$ cat config.mk
export PLATFORM = sky130hd
export DESIGN_NAME = inst_mem_dumper
export DESIGN_NICKNAME = d
export VERILOG_FILES = /design/src/rtl/inst_mem_dumper_pkg.sv /design/src/rtl/inst_mem_dumper_word_serializer.sv /design/src/rtl/inst_mem_dumper.sv
export SDC_FILE = /design/constraint.sdc
export NUM_CORES = 1
export LEC_CHECK = 0
export BUFFER_PORTS_ARGS = -buffer_cell sky130_fd_sc_hd__buf_2
export CAP_MARGIN = 0
export CORE_MARGIN = 2
export CORE_UTILIZATION = 45
export CTS_BUF_LIST = sky130_fd_sc_hd__clkbuf_4 sky130_fd_sc_hd__clkbuf_8 sky130_fd_sc_hd__clkbuf_16
export CTS_CLUSTER_DIAMETER = 150
export CTS_CLUSTER_SIZE = 25
export DETAILED_ROUTE_END_ITERATION = 8
export GPL_TIMING_DRIVEN = 0
export PLACE_DENSITY = 0.73
export SYNTH_ARGS = -nofsm -noshare
export SYNTH_HDL_FRONTEND = slang
export SYNTH_SLANG_ARGS = --single-unit
$ cat constraint.sdc
create_clock -name clk -period 5.7 [get_ports clk]
set_input_delay 1.14 -clock clk [delete_from_list [all_inputs] [get_ports clk]]
set_output_delay 1.14 -clock clk [all_outputs]
set_load 0.01 [all_outputs]
$ cat src/rtl/inst_mem_dumper_pkg.sv
// Shared debug-unit definitions for the instruction-memory dumper.
// Holds the FSM state encoding, word/byte geometry and the byte-stream handshake rule.
// Pure declarations; no logic of its own.
package inst_mem_dumper_pkg;

  typedef enum logic [2:0] {
    ST_IDLE,
    ST_READ,
    ST_WAIT,
    ST_SEND,
    ST_FIN
  } state_t;

  localparam int BYTE_W         = 8;
  localparam int BYTES_PER_WORD = 4;
  // Word index to byte address: one word is four bytes.
  localparam int WORD_SHIFT     = 2;

  // A byte moves on a rising edge where the source offers it and the sink takes it.
  function automatic logic byte_fire(input logic valid, input logic ready);
    return valid & ready;
  endfunction

endpackage

$ cat src/rtl/inst_mem_dumper_word_serializer.sv
// Word serializer: holds one fetched word and offers it as bytes, MSB first.
// Latency: first byte valid the cycle after load; one byte per accepted handshake.
// Backpressure: tx_valid/tx_data hold steady while tx_ready is low; nothing is dropped.
module inst_mem_dumper_word_serializer
  import inst_mem_dumper_pkg::*;
#(
  parameter int DATA_W = 32
) (
  input  logic              clk,
  input  logic              reset,
  input  logic              load,
  input  logic [DATA_W-1:0] word_in,
  output logic [BYTE_W-1:0] tx_data,
  output logic              tx_valid,
  input  logic              tx_ready,
  output logic              last
);

  logic [DATA_W-1:0] word;
  logic [1:0]        byte_sel;
  logic              valid;

  // Load a fresh word, then step the byte pointer down on each accepted byte.
  always_ff @(posedge clk) begin
    if (reset) begin
      word     <= '0;
      byte_sel <= '0;
      valid    <= 1'b0;
    end else if (load) begin
      word     <= word_in;
      byte_sel <= 2'(BYTES_PER_WORD - 1);
      valid    <= 1'b1;
    end else if (byte_fire(valid, tx_ready)) begin
      if (byte_sel == 2'd0) begin
        valid <= 1'b0;
      end else begin
        byte_sel <= byte_sel - 2'd1;
      end
    end
  end

  assign tx_data  = word[BYTE_W*byte_sel +: BYTE_W];
  assign tx_valid = valid;
  assign last     = (byte_sel == 2'd0);

endmodule

$ cat src/rtl/inst_mem_dumper.sv
// Instruction-memory dumper: reads words from address 0 upward and streams them as bytes.
// Latency: start to first tx_valid 3 cycles; 6 cycles per word with tx_ready held high.
// Backpressure: tx_ready low stalls the SEND state; no new read is issued until the word drains.
module inst_mem_dumper
  import inst_mem_dumper_pkg::*;
#(
  parameter int ADDR_W    = 32,
  parameter int DATA_W    = 32,
  parameter int MEM_WORDS = 256,
  parameter int CNT_W     = 9
) (
  input  logic              clk,
  input  logic              reset,
  input  logic              start,
  input  logic [CNT_W-1:0]  word_count,
  output logic              mem_rd_en,
  output logic [ADDR_W-1:0] mem_rd_addr,
  input  logic [DATA_W-1:0] mem_rd_data,
  output logic [7:0]        tx_data,
  output logic              tx_valid,
  input  logic              tx_ready,
  output logic              busy,
  output logic              done
);

  localparam logic [CNT_W-1:0] MAX_WORDS = CNT_W'(MEM_WORDS);

  state_t           state, state_nxt;
  logic [CNT_W-1:0] cnt;
  logic [CNT_W-1:0] idx;
  logic [CNT_W-1:0] idx_inc;
  logic [CNT_W-1:0] cnt_req;
  logic             more_words;
  logic             load;
  logic             last;
  logic             fire;

  // Requests beyond the memory depth are clamped so the address never passes the top word.
  assign cnt_req    = (word_count > MAX_WORDS) ? MAX_WORDS : word_count;
  assign idx_inc    = idx + 1'b1;
  assign more_words = (idx_inc < cnt);
  assign fire       = byte_fire(tx_valid, tx_ready);

  // The address follows the word index, so it holds the last issued address between reads.
  assign mem_rd_addr = ADDR_W'(idx) << WORD_SHIFT;

  // State register plus the word count and word index captured/advanced by the FSM.
  always_ff @(posedge clk) begin
    if (reset) begin
      state <= ST_IDLE;
      cnt   <= '0;
      idx   <= '0;
    end else begin
      state <= state_nxt;
      if (state == ST_IDLE && start) begin
        cnt <= cnt_req;
        idx <= '0;
      end else if (state == ST_SEND && fire && last && more_words) begin
        idx <= idx_inc;
      end
    end
  end

  // Next-state and per-state strobes.
  always_comb begin
    state_nxt = state;
    mem_rd_en = 1'b0;
    load      = 1'b0;
    busy      = 1'b0;
    done      = 1'b0;
    case (state)
      ST_IDLE: begin
        if (start) begin
          state_nxt = (cnt_req == '0) ? ST_FIN : ST_READ;
        end
      end
      ST_READ: begin
        mem_rd_en = 1'b1;
        busy      = 1'b1;
        state_nxt = ST_WAIT;
      end
      ST_WAIT: begin
        load      = 1'b1;
        busy      = 1'b1;
        state_nxt = ST_SEND;
      end
      ST_SEND: begin
        busy = 1'b1;
        if (fire && last) begin
          state_nxt = more_words ? ST_READ : ST_FIN;
        end
      end
      ST_FIN: begin
        done      = 1'b1;
        state_nxt = ST_IDLE;
      end
      default: state_nxt = ST_IDLE;
    endcase
  end

  inst_mem_dumper_word_serializer #(
    .DATA_W (DATA_W)
  ) u_ser (
    .clk      (clk),
    .reset    (reset),
    .load     (load),
    .word_in  (mem_rd_data),
    .tx_data  (tx_data),
    .tx_valid (tx_valid),
    .tx_ready (tx_ready),
    .last     (last)
  );

endmodule
# Word-level counts from Yosys, hierarchy flattened
# Cells that the tools add are included.
# word_totals
register_bits	56
latchBits	0
ramBits	0
mem_bits_ro	0
inputBits	45
output_inout_bits	44
wordCells	50
memories	0
# op_classes
add_sub_neg	2
n_mul	0
n_div	0
magnitude_cmp	2
eq_ne	7
shift	1
muxes	16
bitwise_logic	1
reduce_logical	15
# op_table
operator	n
indexed part select 32 x 6 -> 8 bit	1
2-to-1 mux 3 bit	4
case mux 3 bit (4 select lines)	1
adder 9 x 1 -> 9 bit (second input constant)	1
> comparator 9 bit (second input constant)	1
zero test 9 bit	1
< comparator 9 bit	1
2-to-1 mux 9 bit	1
2-to-1 mux 1 bit	7
equality test 3 x 2 -> 1 bit (second input constant)	2
2-to-1 mux 2 bit	3
AND reduction 2 bit	3
logical AND 1 bit	5
!= test 2 bit (second input constant)	2
nonzero test 2 bit	2
equality test 3 x 1 -> 1 bit (second input constant)	1
equality test 3 bit (second input constant)	1
zero test 3 bit	1
OR reduction 3 bit	1
zero test 2 bit	1
!= test 2 x 1 -> 1 bit (second input constant)	1
OR reduction 2 bit	1
subtractor 2 x 1 -> 2 bit (second input constant)	1
bitwise AND 1 bit	1

# Depth between registers and ports, before layout
# logic_depth
word_depth	6
mapped_depth	9
ltp_nobuf	9

# Modules after synthesis
# A second synthesis with hierarchy kept.
# unflattened
cells_unflattened	305
area_unflattened_um2	2891.5
# by_module_without_submodules
module	n_inst	cells_each	area_each_um2
inst_mem_dumper_word_serializer	1	129	1475.2
inst_mem_dumper	1	176	1416.4

# Worst setup path after synthesis
# OpenSTA, ideal clock, no wires.
# synth_timing
path_kind	reg2reg
from	register idx[0]
to	register state[0]
setup_time_ns	0.119
t_arrival_ns	2.404
required_time_ns	5.581
path_slack_ns	3.177
stages_incl_launch_ff	10
n_path_buf	0
synth_period_minus_slack_ns	2.523
cell_sequence	dfxtp_1 > ha_1 > and3_1 > nand3_1 > xnor2_1 > ha_1 > a21oi_1 > o21ai_1 > a21oi_1 > o221a_1
# synth_between
elab_chain_len	5
# synth_lines
element	line	source
start, declared	inst_mem_dumper.sv:30	logic [CNT_W-1:0] idx;
start signal, assigned	inst_mem_dumper.sv:59	idx <= idx_inc;
adder 9 x 1 -> 9 bit	inst_mem_dumper.sv:40	assign idx_inc = idx + 1'b1;
net idx_inc[6]	inst_mem_dumper.sv:31	logic [CNT_W-1:0] idx_inc;
< comparator 9 bit	inst_mem_dumper.sv:41	assign more_words = (idx_inc < cnt);
2-to-1 mux 3 bit	inst_mem_dumper.sv:90	state_nxt = more_words ? ST_READ : ST_FIN;
2-to-1 mux 3 bit	inst_mem_dumper.sv:89	if (fire && last) begin
case mux 3 bit (4 select lines)	inst_mem_dumper.sv:71	case (state)
end signal, assigned	inst_mem_dumper.sv:54	state <= state_nxt;
end, declared	inst_mem_dumper.sv:28	state_t state, state_nxt;
# The timed path passes the listed nets, and every way through them passes these cells. The select of a mux whose other input is x is not followed.
# A chain may end at the register's enable or synchronous reset.

# Worst setup path in the final report
# Same ends and word-level chain as after synthesis.

==> metrics.md <==
| Metric | Value |
|---|---|
| DP Wirelength | `roughly 5000 um` |
| CP max stage delay | `approximately 0.74 ns` |
| Initial antenna violation count | `0` |
| Setup Viol. Count Final | `0` |
| Sequential share of the synthesized area | `~38%` |
| Total track usage | `18.6%` |
| Starting DRC count in detailed routing | `125` |
| Worst r2r path cells | `9` |
| H-tree Lvls | `2` |
| Met2 Usage GRT | `29.7%` |
| Top-area cell type share of the netlist area | `between 30% and 40%` |
| Final #Nets | `roughly 490` |
| Synthesized area | `2950 um^2` |
| PD cells | `~230 nW/um^2` |
| Chip Height | `around 85 um` |
| First-pass GRT wire length | `approximately 11000 um` |
| Unrepaired setup endpoints after global routing | `no` |
| CP cell instances | `ha_1 -> and3_1 -> nand3_1 -> xnor2_1 -> ha_1 -> a21oi_1 -> o21ai_1 -> a21oi_1 -> o221a_1` |
| PostCTS Resize Cnt | `0` |
| Commonest cells after routing, fill and taps aside | `nand2_1, buf_2, dfxtp_1` |
| Via count | `about 2600` |
| Mean Syn Cell Area | `roughly 8.6 um^2` |
| Most Crowded Layer GR | `met2` |
| CP top delay family | `compound AO/OA/AOI/OAI gates` |
| Max clock buf depth | `2` |
| Core ar. | `around 6300 um^2` |
| Fin. Hold Viols | `0` |
| CP required | `~5.9 ns` |
| Die area | `7230 um^2` |
| Worst setup path category | `reg -> reg` |
| Worst Path Max Fanout | `10` |
| Yosys cell types | `44` |
| Area contributors post-synth | `dfxtp_1, nand2_1, a21oi_1, buf_4, mux4_2` |
| CTS buffer count | `5` |
| Status | `finished, final reports clean` |
| N_diodes | `0` |
| Vias per std cell | `approximately 5.0` |
| DR WL/cell | `12.7 um` |
| Period utilization | `50.5%` |
| Reg clk slew, reported paths | `approximately 0.10 ns` |
| Commonest non-fill, non-tap cell in the layout | `nand2_1` |
| Worst path depth | `9` |
| Clk sink count | `between 50 and 60` |
| Worst slew pin tran | `between 0.9 and 1 ns` |
| Arrival @ worst endpoint | `slightly above 3 ns` |
| Setup Fix Bufs, Post-CTS | `0` |
| Post-route ant nets | `0` |
| Remaining DRCs | `0` |
| Area of the multi-input gates | `1610 um^2` |
| # hold bufs at CTS | `0` |
| Minimum clock period | `2.88 ns` |
| Routed WL | `between 6000 and 7000 um` |
| Die width | `between 80 and 90 um` |
| Vias in the first global route | `around 2400` |
| Post-synth top area cell | `dfxtp_1` |
| IO Pins | `89` |
| Slowest CP cell | `o21ai_1` |
| Fin Setup TNS | `0 ns` |
| Clk Latency, worst-skew pair | `roughly 0.31 ns` |
| RD Place Congestion | `just under 0.8` |
| VDD IR max | `around 0.11 mV` |
| Worst slew margin | `a little over a third` |
| Buf+Inv Stages, Crit Path | `0` |
| Root Driver | `clkbuf_8` |
| Max Freq | `between 0.3 and 0.4 GHz` |
| Initial Util | `a little under half` |
| Gate Count Post-Synth | `roughly 340` |
| Seq. cell area | `~1100 um^2` |
| Worst Hold Depth | `2` |
| Remaining global-route overflow | `0` |
| Met3 Use GR | `under 10%` |
| Drt pass-1 iters | `4` |
| Largest net degree at the start of global routing | `19` |
| Crit. End Element | `flip-flop` |
| Leak | `~1.5 nW` |
| Post-placement cell area | `around 3500 um^2` |
| Slew Viols, Final | `0` |
| MaxCap Viol Count | `0` |
| Syn. warnings | `0` |
| Share of layout cells above drive strength 1 | `roughly 29%` |
| Number of synthesized register bits | `between 50 and 60` |
| CTS tree | `yes` |
| Area Overhead vs Synth | `20.2%` |
| Fillers | `563` |
| Site row count | `29` |
| Finished layout cell area | `roughly 3500 um^2` |
| GR Layer Usage met1 | `between 20% and 30%` |
| Final worst clock skew | `~0.0057 ns` |
| Worst setup SP type | `flip-flop` |
| Hold Crit Class | `reg -> reg` |
| I/O Buffers | `between 60 and 70` |
metrics by stage:
step,util (%),power [mW],hold WS [ns],setup WS [ns],std cells
floorplan,-,0.538,0.432,3.18,365
global placement,54.4,0.584,0.440,2.95,507
detailed placement,54.4,0.586,0.446,2.91,507
CTS,55.9,0.807,0.460,2.89,515
global route,55.9,0.843,0.476,2.67,515
finish,55.9,0.800,0.459,2.82,515
worst min-delay path, cell delays in order (launching register included):
cell,delay [ns]
dfxtp_1,0.32
nand2_1,0.05
a21oi_1,0.05
final cells by class:
class / instances / area share, %
inverters: 12 / 1.27
repair buffers: 65 / 9.17
clock inverters: 3 / 0.635
flip-flops and latches: 56 / 31.6
multi-input cells: 256 / 45.5
well taps: 77 / 2.72
plain buffers: 41 / 7.19
clock buffers: 5 / 1.94
final timing paths:
kind / from / to / slack [ns]
hold reg to reg: u_ser.word[23] / u_ser.word[23] / 0.46
setup reg to reg: idx[0] / state[0] / 2.82
setup / recovery: idx[0] / state[0] / 2.82
hold / removal: u_ser.word[23] / u_ser.word[23] / 0.46
layer usage:
metal	up-vias	share of wire, %
met3	4	4.8
met5	-	0
met1	1172	48
li1	1325	-
met4	0	0.81
met2	64	46
sequential cells by signal, indices dropped and copies added (netlist names):
name            flops
state               3
u_ser.word         32
u_ser.byte_sel      2
u_ser.tx_valid      1
idx                 9
cnt                 9
synth_stat cells, drive strengths merged:
cell type and n:
xnor2 6, xor2 2, o21ai 3, and2b 1
nor3 1, a22o 6, o211ai 1, nand3b 5
ha 10, clkbuf 7, nand4 1, nor3b 3
nor2b 1, dfxtp 56, mux2i 9, buf 34
or4 2, o311ai 1, a21oi 44, and4 2
a22oi 1, a211oi 5, nand3 7, mux4 8
or3 9, or2 1, conb 1, nor2 7
inv 12, nand2b 1, a2111oi 5, and2 3
o221a 1, nand2 85, and3 1, nor4b 1
power by group:
part | leakage, nW | internal [mW] | switching [mW] | total [mW]
registers | 0.455 | 0.411 | 0.0118 | 0.423
logic | 0.996 | 0.0673 | 0.0877 | 0.155
clock network | 0.0485 | 0.0885 | 0.133 | 0.222
total | 1.50 | 0.567 | 0.233 | 0.800
cells by family after synthesis:
family | count (synthesis) | synth area share, %
multiplexers | 17 | 9.15
adder cells (fa/ha/maj) | 10 | 4.24
other | 1 | 0.127
buffers and inverters | 53 | 10.2
AND/OR/NAND/NOR | 131 | 21.0
XOR/XNOR | 8 | 2.37
AO/OA/AOI/OAI | 67 | 15.0
flip-flops | 56 | 38.0
Note: power is estimated with default switching activity, not from simulation.
